[src/rtl/rsa_keygen_ctrl_if.sv]
// Key-load and modular-inverse handshake bundle for rsa_keygen_ctrl.
// The slave modport is the controller's view; master is the environment
// (key loader plus inverse engine).
interface rsa_keygen_ctrl_if #(
    parameter int WIDTH = 64
);
    localparam int H = WIDTH / 2;

    // key-load side
    logic             start;
    logic [H-1:0]     p;
    logic [H-1:0]     q;
    logic [WIDTH-1:0] e;
    logic             busy;
    logic             done;
    logic             error;
    logic [1:0]       err_code;
    logic [WIDTH-1:0] n;
    logic [WIDTH-1:0] phi;
    logic [WIDTH-1:0] d;

    // modular-inverse engine side
    logic             inv_go;
    logic [WIDTH-1:0] inv_e;
    logic [WIDTH-1:0] inv_phi;
    logic [WIDTH-1:0] inv_result;
    logic             inv_done;

    modport slave (
        input  start, p, q, e, inv_result, inv_done,
        output busy, done, error, err_code, n, phi, d, inv_go, inv_e, inv_phi
    );

    modport master (
        output start, p, q, e, inv_result, inv_done,
        input  busy, done, error, err_code, n, phi, d, inv_go, inv_e, inv_phi
    );
endinterface

[src/rtl/rsa_keygen_ctrl.sv]
// RSA key derivation sequencer: validates p, q, e, computes n = p*q and
// phi = (p-1)(q-1) on a shift-add multiplier, then drives the external
// modular-inverse engine to obtain d = e^-1 mod phi.
module rsa_keygen_ctrl #(
    parameter int WIDTH   = 64,
    parameter int TIMEOUT = 4096
) (
    input  logic             clk,
    input  logic             rst,
    rsa_keygen_ctrl_if.slave bus
);
    localparam int H  = WIDTH / 2;
    localparam int IW = $clog2(H + 1);
    localparam int TW = $clog2(TIMEOUT + 1);

    typedef enum logic [2:0] {
        IDLE,
        CHECK,
        MUL_N,
        MUL_PHI,
        INV_GO,
        INV_SETTLE,
        INV_WAIT,
        FINISH
    } state_t;

    state_t           state;
    logic [H-1:0]     p_r;
    logic [H-1:0]     q_r;
    logic [WIDTH-1:0] e_r;
    logic [WIDTH-1:0] acc;
    logic [WIDTH-1:0] mcand;
    logic [H-1:0]     mplier;
    logic [IW-1:0]    iter;
    logic [TW-1:0]    tcnt;

    logic [WIDTH-1:0] acc_next;
    logic             bad_input;
    logic             last_iter;

    // Multiplier step and input validation, shared by both multiply phases
    always_comb begin
        acc_next = acc;
        if (mplier[0]) begin
            acc_next = acc + mcand;
        end
        bad_input = (p_r < H'(2)) || (q_r < H'(2)) || (p_r == q_r) ||
                    (e_r < WIDTH'(3)) || !e_r[0];
        last_iter = (iter == IW'(H - 1));
    end

    // Sequencer FSM with registered outputs; done and inv_go are single-cycle
    // pulses raised on entry to FINISH and INV_GO respectively
    always_ff @(posedge clk or posedge rst) begin
        if (rst) begin
            state        <= IDLE;
            p_r          <= '0;
            q_r          <= '0;
            e_r          <= '0;
            acc          <= '0;
            mcand        <= '0;
            mplier       <= '0;
            iter         <= '0;
            tcnt         <= '0;
            bus.busy     <= 1'b0;
            bus.done     <= 1'b0;
            bus.error    <= 1'b0;
            bus.err_code <= '0;
            bus.n        <= '0;
            bus.phi      <= '0;
            bus.d        <= '0;
            bus.inv_go   <= 1'b0;
            bus.inv_e    <= '0;
            bus.inv_phi  <= '0;
        end else begin
            bus.done   <= 1'b0;
            bus.inv_go <= 1'b0;
            case (state)
                IDLE: begin
                    if (bus.start) begin
                        p_r          <= bus.p;
                        q_r          <= bus.q;
                        e_r          <= bus.e;
                        bus.error    <= 1'b0;
                        bus.err_code <= '0;
                        bus.n        <= '0;
                        bus.phi      <= '0;
                        bus.d        <= '0;
                        bus.busy     <= 1'b1;
                        state        <= CHECK;
                    end
                end
                CHECK: begin
                    if (bad_input) begin
                        bus.error    <= 1'b1;
                        bus.err_code <= 2'd0;
                        bus.done     <= 1'b1;
                        state        <= FINISH;
                    end else begin
                        acc    <= '0;
                        mcand  <= {{(WIDTH - H){1'b0}}, p_r};
                        mplier <= q_r;
                        iter   <= '0;
                        state  <= MUL_N;
                    end
                end
                MUL_N: begin
                    acc    <= acc_next;
                    mcand  <= mcand << 1;
                    mplier <= mplier >> 1;
                    iter   <= iter + 1'b1;
                    if (last_iter) begin
                        bus.n  <= acc_next;
                        acc    <= '0;
                        mcand  <= {{(WIDTH - H){1'b0}}, p_r - 1'b1};
                        mplier <= q_r - 1'b1;
                        iter   <= '0;
                        state  <= MUL_PHI;
                    end
                end
                MUL_PHI: begin
                    acc    <= acc_next;
                    mcand  <= mcand << 1;
                    mplier <= mplier >> 1;
                    iter   <= iter + 1'b1;
                    if (last_iter) begin
                        bus.phi <= acc_next;
                        if (e_r >= acc_next) begin
                            bus.error    <= 1'b1;
                            bus.err_code <= 2'd1;
                            bus.done     <= 1'b1;
                            state        <= FINISH;
                        end else begin
                            // operands and launch pulse are registered here so
                            // they are valid throughout the INV_GO cycle
                            bus.inv_go  <= 1'b1;
                            bus.inv_e   <= e_r;
                            bus.inv_phi <= acc_next;
                            tcnt        <= '0;
                            state       <= INV_GO;
                        end
                    end
                end
                INV_GO: begin
                    state <= INV_SETTLE;
                end
                INV_SETTLE: begin
                    state <= INV_WAIT;
                end
                INV_WAIT: begin
                    if (bus.inv_done) begin
                        bus.d <= bus.inv_result;
                        if (bus.inv_result == '0) begin
                            bus.error    <= 1'b1;
                            bus.err_code <= 2'd2;
                        end
                        bus.done <= 1'b1;
                        state    <= FINISH;
                    end else if (tcnt == TW'(TIMEOUT - 1)) begin
                        bus.error    <= 1'b1;
                        bus.err_code <= 2'd3;
                        bus.d        <= '0;
                        bus.done     <= 1'b1;
                        state        <= FINISH;
                    end else begin
                        tcnt <= tcnt + 1'b1;
                    end
                end
                FINISH: begin
                    bus.busy <= 1'b0;
                    state    <= IDLE;
                end
                default: begin
                    bus.busy <= 1'b0;
                    state    <= IDLE;
                end
            endcase
        end
    end
endmodule
[src/flat_wrapper.sv]
// flat-port wrapper written by rule: the top's interface ports become plain ports
module rsa_keygen_ctrl_flat 
#(
    parameter int WIDTH   = 64,
    parameter int TIMEOUT = 4096
)
  (clk, rst, bus_start, bus_p, bus_q, bus_e, bus_inv_result, bus_inv_done, bus_busy, bus_done, bus_error, bus_err_code, bus_n, bus_phi, bus_d, bus_inv_go, bus_inv_e, bus_inv_phi);
  rsa_keygen_ctrl_if #(.WIDTH(WIDTH)) bus_i ();
  input  logic clk;
  input  logic rst;
  input wire logic [$bits(bus_i.start)-1:0] bus_start;
  input wire logic [$bits(bus_i.p)-1:0] bus_p;
  input wire logic [$bits(bus_i.q)-1:0] bus_q;
  input wire logic [$bits(bus_i.e)-1:0] bus_e;
  input wire logic [$bits(bus_i.inv_result)-1:0] bus_inv_result;
  input wire logic [$bits(bus_i.inv_done)-1:0] bus_inv_done;
  output wire logic [$bits(bus_i.busy)-1:0] bus_busy;
  output wire logic [$bits(bus_i.done)-1:0] bus_done;
  output wire logic [$bits(bus_i.error)-1:0] bus_error;
  output wire logic [$bits(bus_i.err_code)-1:0] bus_err_code;
  output wire logic [$bits(bus_i.n)-1:0] bus_n;
  output wire logic [$bits(bus_i.phi)-1:0] bus_phi;
  output wire logic [$bits(bus_i.d)-1:0] bus_d;
  output wire logic [$bits(bus_i.inv_go)-1:0] bus_inv_go;
  output wire logic [$bits(bus_i.inv_e)-1:0] bus_inv_e;
  output wire logic [$bits(bus_i.inv_phi)-1:0] bus_inv_phi;
  assign bus_i.start = bus_start;
  assign bus_i.p = bus_p;
  assign bus_i.q = bus_q;
  assign bus_i.e = bus_e;
  assign bus_i.inv_result = bus_inv_result;
  assign bus_i.inv_done = bus_inv_done;
  assign bus_busy = bus_i.busy;
  assign bus_done = bus_i.done;
  assign bus_error = bus_i.error;
  assign bus_err_code = bus_i.err_code;
  assign bus_n = bus_i.n;
  assign bus_phi = bus_i.phi;
  assign bus_d = bus_i.d;
  assign bus_inv_go = bus_i.inv_go;
  assign bus_inv_e = bus_i.inv_e;
  assign bus_inv_phi = bus_i.inv_phi;
  rsa_keygen_ctrl #(.WIDTH(WIDTH), .TIMEOUT(TIMEOUT)) u_core (.clk(clk), .rst(rst), .bus(bus_i));
endmodule
[config.mk]
export PLATFORM = sky130hd
export DESIGN_NAME = rsa_keygen_ctrl_flat
export DESIGN_NICKNAME = d
export VERILOG_FILES = /design/src/rtl/rsa_keygen_ctrl_if.sv /design/src/rtl/rsa_keygen_ctrl.sv /design/src/flat_wrapper.sv
export SDC_FILE = /design/constraint.sdc
export NUM_CORES = 2
export LEC_CHECK = 0
export BUFFER_PORTS_ARGS = -buffer_cell sky130_fd_sc_hd__buf_2
export CAP_MARGIN = 10
export CORE_MARGIN = 4
export CORE_UTILIZATION = 52
export CTS_BUF_LIST = sky130_fd_sc_hd__clkbuf_16
export CTS_CLUSTER_SIZE = 25
export DETAILED_ROUTE_END_ITERATION = 10
export PLACE_DENSITY_LB_ADDON = 0.08
export SLEW_MARGIN = 20
export SYNTH_ARGS = -nofsm -noshare
export SYNTH_HDL_FRONTEND = slang
export SYNTH_SLANG_ARGS = --single-unit
[constraint.sdc]
create_clock -name clk -period 18.43 [get_ports clk]
set_input_delay 0.9215 -clock clk [delete_from_list [all_inputs] [get_ports clk]]
set_output_delay 0.9215 -clock clk [all_outputs]
set_load 0.005 [all_outputs]
# After elaboration in Yosys (flattened, before gate mapping)
# Cells that the tools add are included.
[totals] register_bits=636 in_bits=196 out_inout_bits=326 elab_cells=134
[classes] addsub=5 n_lt_le_gt_ge=4 n_eq_ne=21 n_mux=60 bitwise=1 n_reduce_logical=24
[op_table] cell="$mux 64" count=9
[op_table] cell="$pmux 64 s2" count=3
[op_table] cell="$pmux 64 s3" count=2
[op_table] cell="$pmux 32 s3" count=1
[op_table] cell="$add 64x64->64" count=1
[op_table] cell="$ge 64x64->1" count=1
[op_table] cell="$logic_not 64->1" count=1
[op_table] cell="$lt 32x2->1 const B" count=2
[op_table] cell="$lt 64x2->1 const B" count=1
[op_table] cell="$mux 32" count=2
[op_table] cell="$sub 32x1->32 const B" count=2
[op_table] cell="$mux 13" count=4
[op_table] cell="$eq 32x32->1" count=1
[op_table] cell="$pmux 13 s2" count=1
[op_table] cell="$pmux 3 s8" count=1
[op_table] cell="$mux 3" count=6
[op_table] cell="$pmux 6 s3" count=1
[op_table] cell="$mux 1" count=16
[op_table] cell="$mux 2" count=8
[op_table] cell="$add 13x1->13 const B" count=1
[op_table] cell="$eq 13x12->1 const B" count=1
[op_table] cell="$eq 3x3->1 const B" count=4
[op_table] cell="$mux 6" count=2
[op_table] cell="$reduce_and 3->1" count=4
[op_table] cell="22 further kinds" count=40

# Longest topological paths before layout
[logic_depth] ltp_word=7 mapped_depth=28

# Least setup slack after synthesis
# Ideal clock, no wire load.
[synth_path] path_kind="register to register" startpoint="register u_core.mcand[0]" endpoint="register u_core.bus.inv_phi[20]" setup_ns=0.135 t_arrival_ns=5.442 required_time_ns=18.295 setup_slack_ns=12.853 path_stages_with_launch=25 period_less_slack_ns=5.577 cell_sequence="dfrtp_1 > ha_1 > inv_1 > fa_1 > nand2b_1 > a21oi_1 > o21ai_0 > o41ai_2 > nand4_1 > o211a_1 > a31oi_1 > a31oi_1 > mux2i_1 > a2111oi_0 > ha_1 > nand4_1 > nor2_1 > a21oi_1 > o221ai_1 > o21bai_1 > nor3_1 > a41oi_1 > clkbuf_1 > buf_2 > o21ai_0"
[synth_between] elab_chain_cells=5
[synth_lines] element="start, declared" line="rsa_keygen_ctrl.sv:32" text="logic [WIDTH-1:0] mcand;"
[synth_lines] element="start signal, assigned" line="rsa_keygen_ctrl.sv:101" text="mcand <= {{(WIDTH - H){1'b0}}, p_r};"
[synth_lines] element="start signal, assigned" line="rsa_keygen_ctrl.sv:109" text="mcand <= mcand << 1;"
[synth_lines] element="start signal, assigned" line="rsa_keygen_ctrl.sv:115" text="mcand <= {{(WIDTH - H){1'b0}}, p_r - 1'b1};"
[synth_lines] element="$add 64x64->64 (*)" line="rsa_keygen_ctrl.sv:45" text="acc_next = acc + mcand;"
[synth_lines] element="$mux 64 (*)" line="rsa_keygen_ctrl.sv:44" text="if (mplier[0]) begin"
[synth_lines] element="$ge 64x64->1" line="rsa_keygen_ctrl.sv:128" text="if (e_r >= acc_next) begin"
[synth_lines] element="$not 1->1 (no line)"
[synth_lines] element="$reduce_and 3->1 (no line)"
[synth_lines] element="end signal, assigned" line="rsa_keygen_ctrl.sv:138" text="bus.inv_phi <= acc_next;"
[synth_lines] element="end, declared" line="rsa_keygen_ctrl_if.sv:31" text="output busy, done, error, err_code, n, phi, d, inv_go, inv_e, inv_phi"
# Every way passes the cells marked *; elsewhere a longest branch is shown, timed or not.
# A chain may end at the register's enable or synchronous reset.

# Final worst setup path
[layout_path] startpoint="register u_core.mcand[0]" endpoint="register u_core.bus.inv_phi[60]"
# Same word-level chain as after synthesis.

==> flow_summary_export.csv <==
group,metric,value,unit
logic_synthesis,synthAdderAreaFrac,0.0520,
place,dpl.cell_count,4618,
global_routing,grt_remaining_overflow,0,
global_routing,grt_pass1_wl,157000,µm
die,dieWidth,255,µm
logic_synthesis,ys_ff_latch,636,
cells_and_area,finalInstanceArea,0.0371,mm²
logic_synthesis,async_flop_share,1.00,
global_routing,antenna_found_initial,4,
setup_path,rr_startpoint,"u_core.mcand[0]$_DFFE_PP0P_",
die,fp.coreArea,0.0604,mm²
detailed_routing,wirelength,103000,µm
place,dpl.hpwl,74100,µm
pwr,power.density,181,mW/mm²
cells_and_area,layout-drive-gt1-share,0.180,
place,dpl_cell_area,0.0349,mm²
logic_synthesis,synthCells,3491,
logic_synthesis,syn-cell-area,0.0317,mm²
clocking,insertion_delay,0.62,ns
setup_path,crit_path_start_kind,"flip-flop",
global_routing,track_usage,0.312,
sta,grt_setup_unrepaired,"no",
setup_path,cp-end-kind,"flip-flop",
job,drv_cap,0,
logic_synthesis,synth_xor_xnor_area_share,0.0315,
clocking,postCtsHoldBufs,0,
sta,period_minus_slack,7.63,ns
die,io_pins,522,
logic_synthesis,synthFlopType,"dfrtp_1",
cells_and_area,nets,4235,
logic_synthesis,synth_top_family_by_area,"simple AND/OR/NAND/NOR gates",
place,io_buffers,521,
sta,hold_violations,0,
clocking,clockBufferDepth,3,
sta,drv_slew,0,
cells_and_area,multi_input_area,0.0149,mm²
clocking,htreeDepth,3,
clocking,cts_tree,"built",
global_routing,grt_pass1_vias,26212,
hold_path,hp-class,"flip-flop to flip-flop",
detailed_routing,initialDrtViolationCount,2516,
global_routing,grt_max_degree,183,
cells_and_area,instances_no_fill,4741,
logic_synthesis,avgSynthCellArea,9.08,µm²
die,num_rows,90,
sta,tightestPinTransition,1.14,ns
clocking,cts_num_sinks,636,
clocking,cts_setup_buffers,0,
sta,post-route-period-util,0.414,
setup_path,crit_fanout,83,
setup_path,required,18.93,ns
detailed_routing,drc,0,
logic_synthesis,yosysWarnings,0,
run_status,status,"finished clean",
sta,setup_tns,0,ns
setup_path,setup.worst_path.start,"u_core.mcand[0]$_DFFE_PP0P_",
logic_synthesis,synth_edf_count,0,
clocking,cts_buffers,70,
logic_synthesis,synth_cell_type_count,71,
detailed_routing,routed-via-count,27741,
clocking,cts_resized,0,
logic_synthesis,yosys.area_share.simple,0.190,
detailed_routing,ant_nets,0,
logic_synthesis,syn_nets,3818,
cells_and_area,regArea,0.0159,mm²
logic_synthesis,seq_area_frac_synth,0.502,
detailed_routing,via_per_inst,5.85,
setup_path,crit_arrival,8.12,ns
pwr,p_leak,0.0188,µW
cells_and_area,area_delta_synth_final,17.1,%
detailed_routing,dr.pass1.iters,6,
die,dieHeight,255,µm
place,place_congestion,0.924,
pwr,vdd_drop_max,0.0825,mV
die,die_area,0.0650,mm²
logic_synthesis,synth_compound_area_frac,0.177,
sta,skew,0.0234,ns
hold_path,hold_start,"u_core.bus.inv_e[1]$_DFFE_PP0P_",
pwr,power.total,6720,µW
sta,max_slew_margin,0.216,
die,start_util,0.525,
setup_path,worst-setup-path-type,"flip-flop to flip-flop",
cells_and_area,n_fill_cell,5395,
logic_synthesis,yosys-mux-area-fraction,0.0155,
detailed_routing,routedWlPerCell,21.8,µm
clocking,cts_root_buf,"clkbuf_16",
clocking,clk_pin_slew,0.07,ns
sta,fmax,131,MHz
sta,setup_viol,0,
path summary, 6_finish.rpt:
kind / endpoint / cells past startpoint / slack, ns
worst min register to register: u_core.bus.inv_e[1]$_DFFE_PP0P_ / 2 / 0.46
worst max-delay path: u_core.bus.inv_phi[60]$_DFFE_PP0P_ / 23 / 10.80
worst min-delay path: u_core.bus.inv_e[1]$_DFFE_PP0P_ / 2 / 0.46
min in group asynchronous: u_core.bus.inv_e[41]$_DFFE_PP0P_ / 2 / 0.48
max in group asynchronous: u_core.bus.err_code[1]$_DFFE_PP0P_ / 5 / 14.94
worst max register to register: u_core.bus.inv_phi[60]$_DFFE_PP0P_ / 23 / 10.80
registers in the layout, summed over array words and instances, names as in the netlist, 2 cells and up:
register / cells
u_core.bus.phi: 64
u_core.bus.inv_phi: 64
u_core.acc: 64
u_core.p_r: 32
u_core.tcnt: 13
u_core.mplier: 32
u_core.e_r: 64
u_core.bus.n: 64
u_core.q_r: 32
u_core.mcand: 64
u_core.bus.d: 64
u_core.state: 3
u_core.bus.err_code: 2
u_core.bus.inv_e: 64
u_core.iter: 6
kinds of logic after synthesis:
family / Yosys count
AND/OR/NAND/NOR: 1388
flip-flops: 636
buffers and inverters: 261
AO/OA/AOI/OAI: 912
XOR/XNOR: 114
adder cells (fa/ha/maj): 131
multiplexers: 49
routing by layer:
metal | up-vias | track usage | wire length [µm]
met4 | 4 | 0.117 | 3670
met1 | 13455 | 0.422 | 43700
met5 | - | 0 | 31
li1 | 13148 | - | -
met2 | 979 | 0.507 | 48700
met3 | 155 | 0.0572 | 7120
synthesized netlist by cell type, types with 51 or more instances:
master / instances / share of area
dfrtp_1: 636 / 0.50
nor4_1: 55 / 0.011
nand2_1: 860 / 0.10
nor2_1: 128 / 0.015
nor3_1: 51 / 0.0081
o21ai_0: 393 / 0.062
clkbuf_1: 195 / 0.023
ha_1: 130 / 0.051
a21o_1: 53 / 0.013
a21oi_1: 153 / 0.024
nand3_1: 157 / 0.025
a22o_1: 97 / 0.027
xnor2_1: 93 / 0.026
area by class of cell:
class	count	area share
Sequential cell	636	0.429
Multi-Input combinational cell	2594	0.401
Timing Repair Buffer	573	0.0818
Clock buffer	71	0.0479
Tap cell	782	0.0264
Clock inverter	50	0.0105
Inverter	33	0.00344
Antenna cell	2	0.000135
worst max-delay path, cell delays in order (launching register included):
cell and delay (ns):
dfrtp_1 0.37, ha_1 0.21, inv_1 0.06, fa_1 0.39
nand2b_1 0.18, a21oi_1 0.23, o21ai_0 0.25, o41ai_2 0.90
nand4_1 0.18, o211a_1 0.21, a31oi_1 0.39, a31oi_1 0.17
mux2i_1 0.15, a2111oi_1 0.73, ha_1 0.25, nand4_1 0.10
nor2_1 0.15, nand3_1 0.13, nor3_1 0.38, nor3_1 0.15
a41oi_4 0.80, buf_4 0.74, mux2i_1 0.25, o21ai_0 0.09
cells in the final DEF, fill, tap and decap left out, drive strengths merged, types with 6 or more instances in the layout:
cell	n
nor2b	7
clkinv	26
ha	130
nand3b	6
o22ai	37
inv	48
nor4	55
a21boi	6
nor2	128
xnor2	93
and2	6
nand2	860
or2	6
or3	22
dfrtp	636
o31ai	8
o21bai	16
nor3	51
a211oi	14
nand2b	13
nand3	157
a21o	53
o21ai	397
xor2	21
nand4	42
a31oi	34
and3	15
a22oi	17
clkbuf	71
a41oi	10
a22o	97
mux2i	48
a21oi	153
buf	573
a221oi	8
o211ai	8
clkinvlp	6
nor3b	7
o21a	11
where the power goes:
part           switching [µW]  leakage [µW]  total (µW)  internal, µW
registers                 507       0.00837        2360          1850
clock network             590       0.00111        1340           748
logic                    1880       0.00928        3020          1140
per-stage QoR:
stage,utilization,hold slack [ns],setup slack [ns]
3_3_place_gp,0.579,0.445,11.00
5_1_grt,0.615,0.470,10.16
3_5_place_dp,0.579,0.450,10.81
2_1_floorplan,-,0.450,8.82
6_report,0.615,0.458,10.80
4_1_cts,0.615,0.462,10.77
Power figures use the tool's default switching activity.
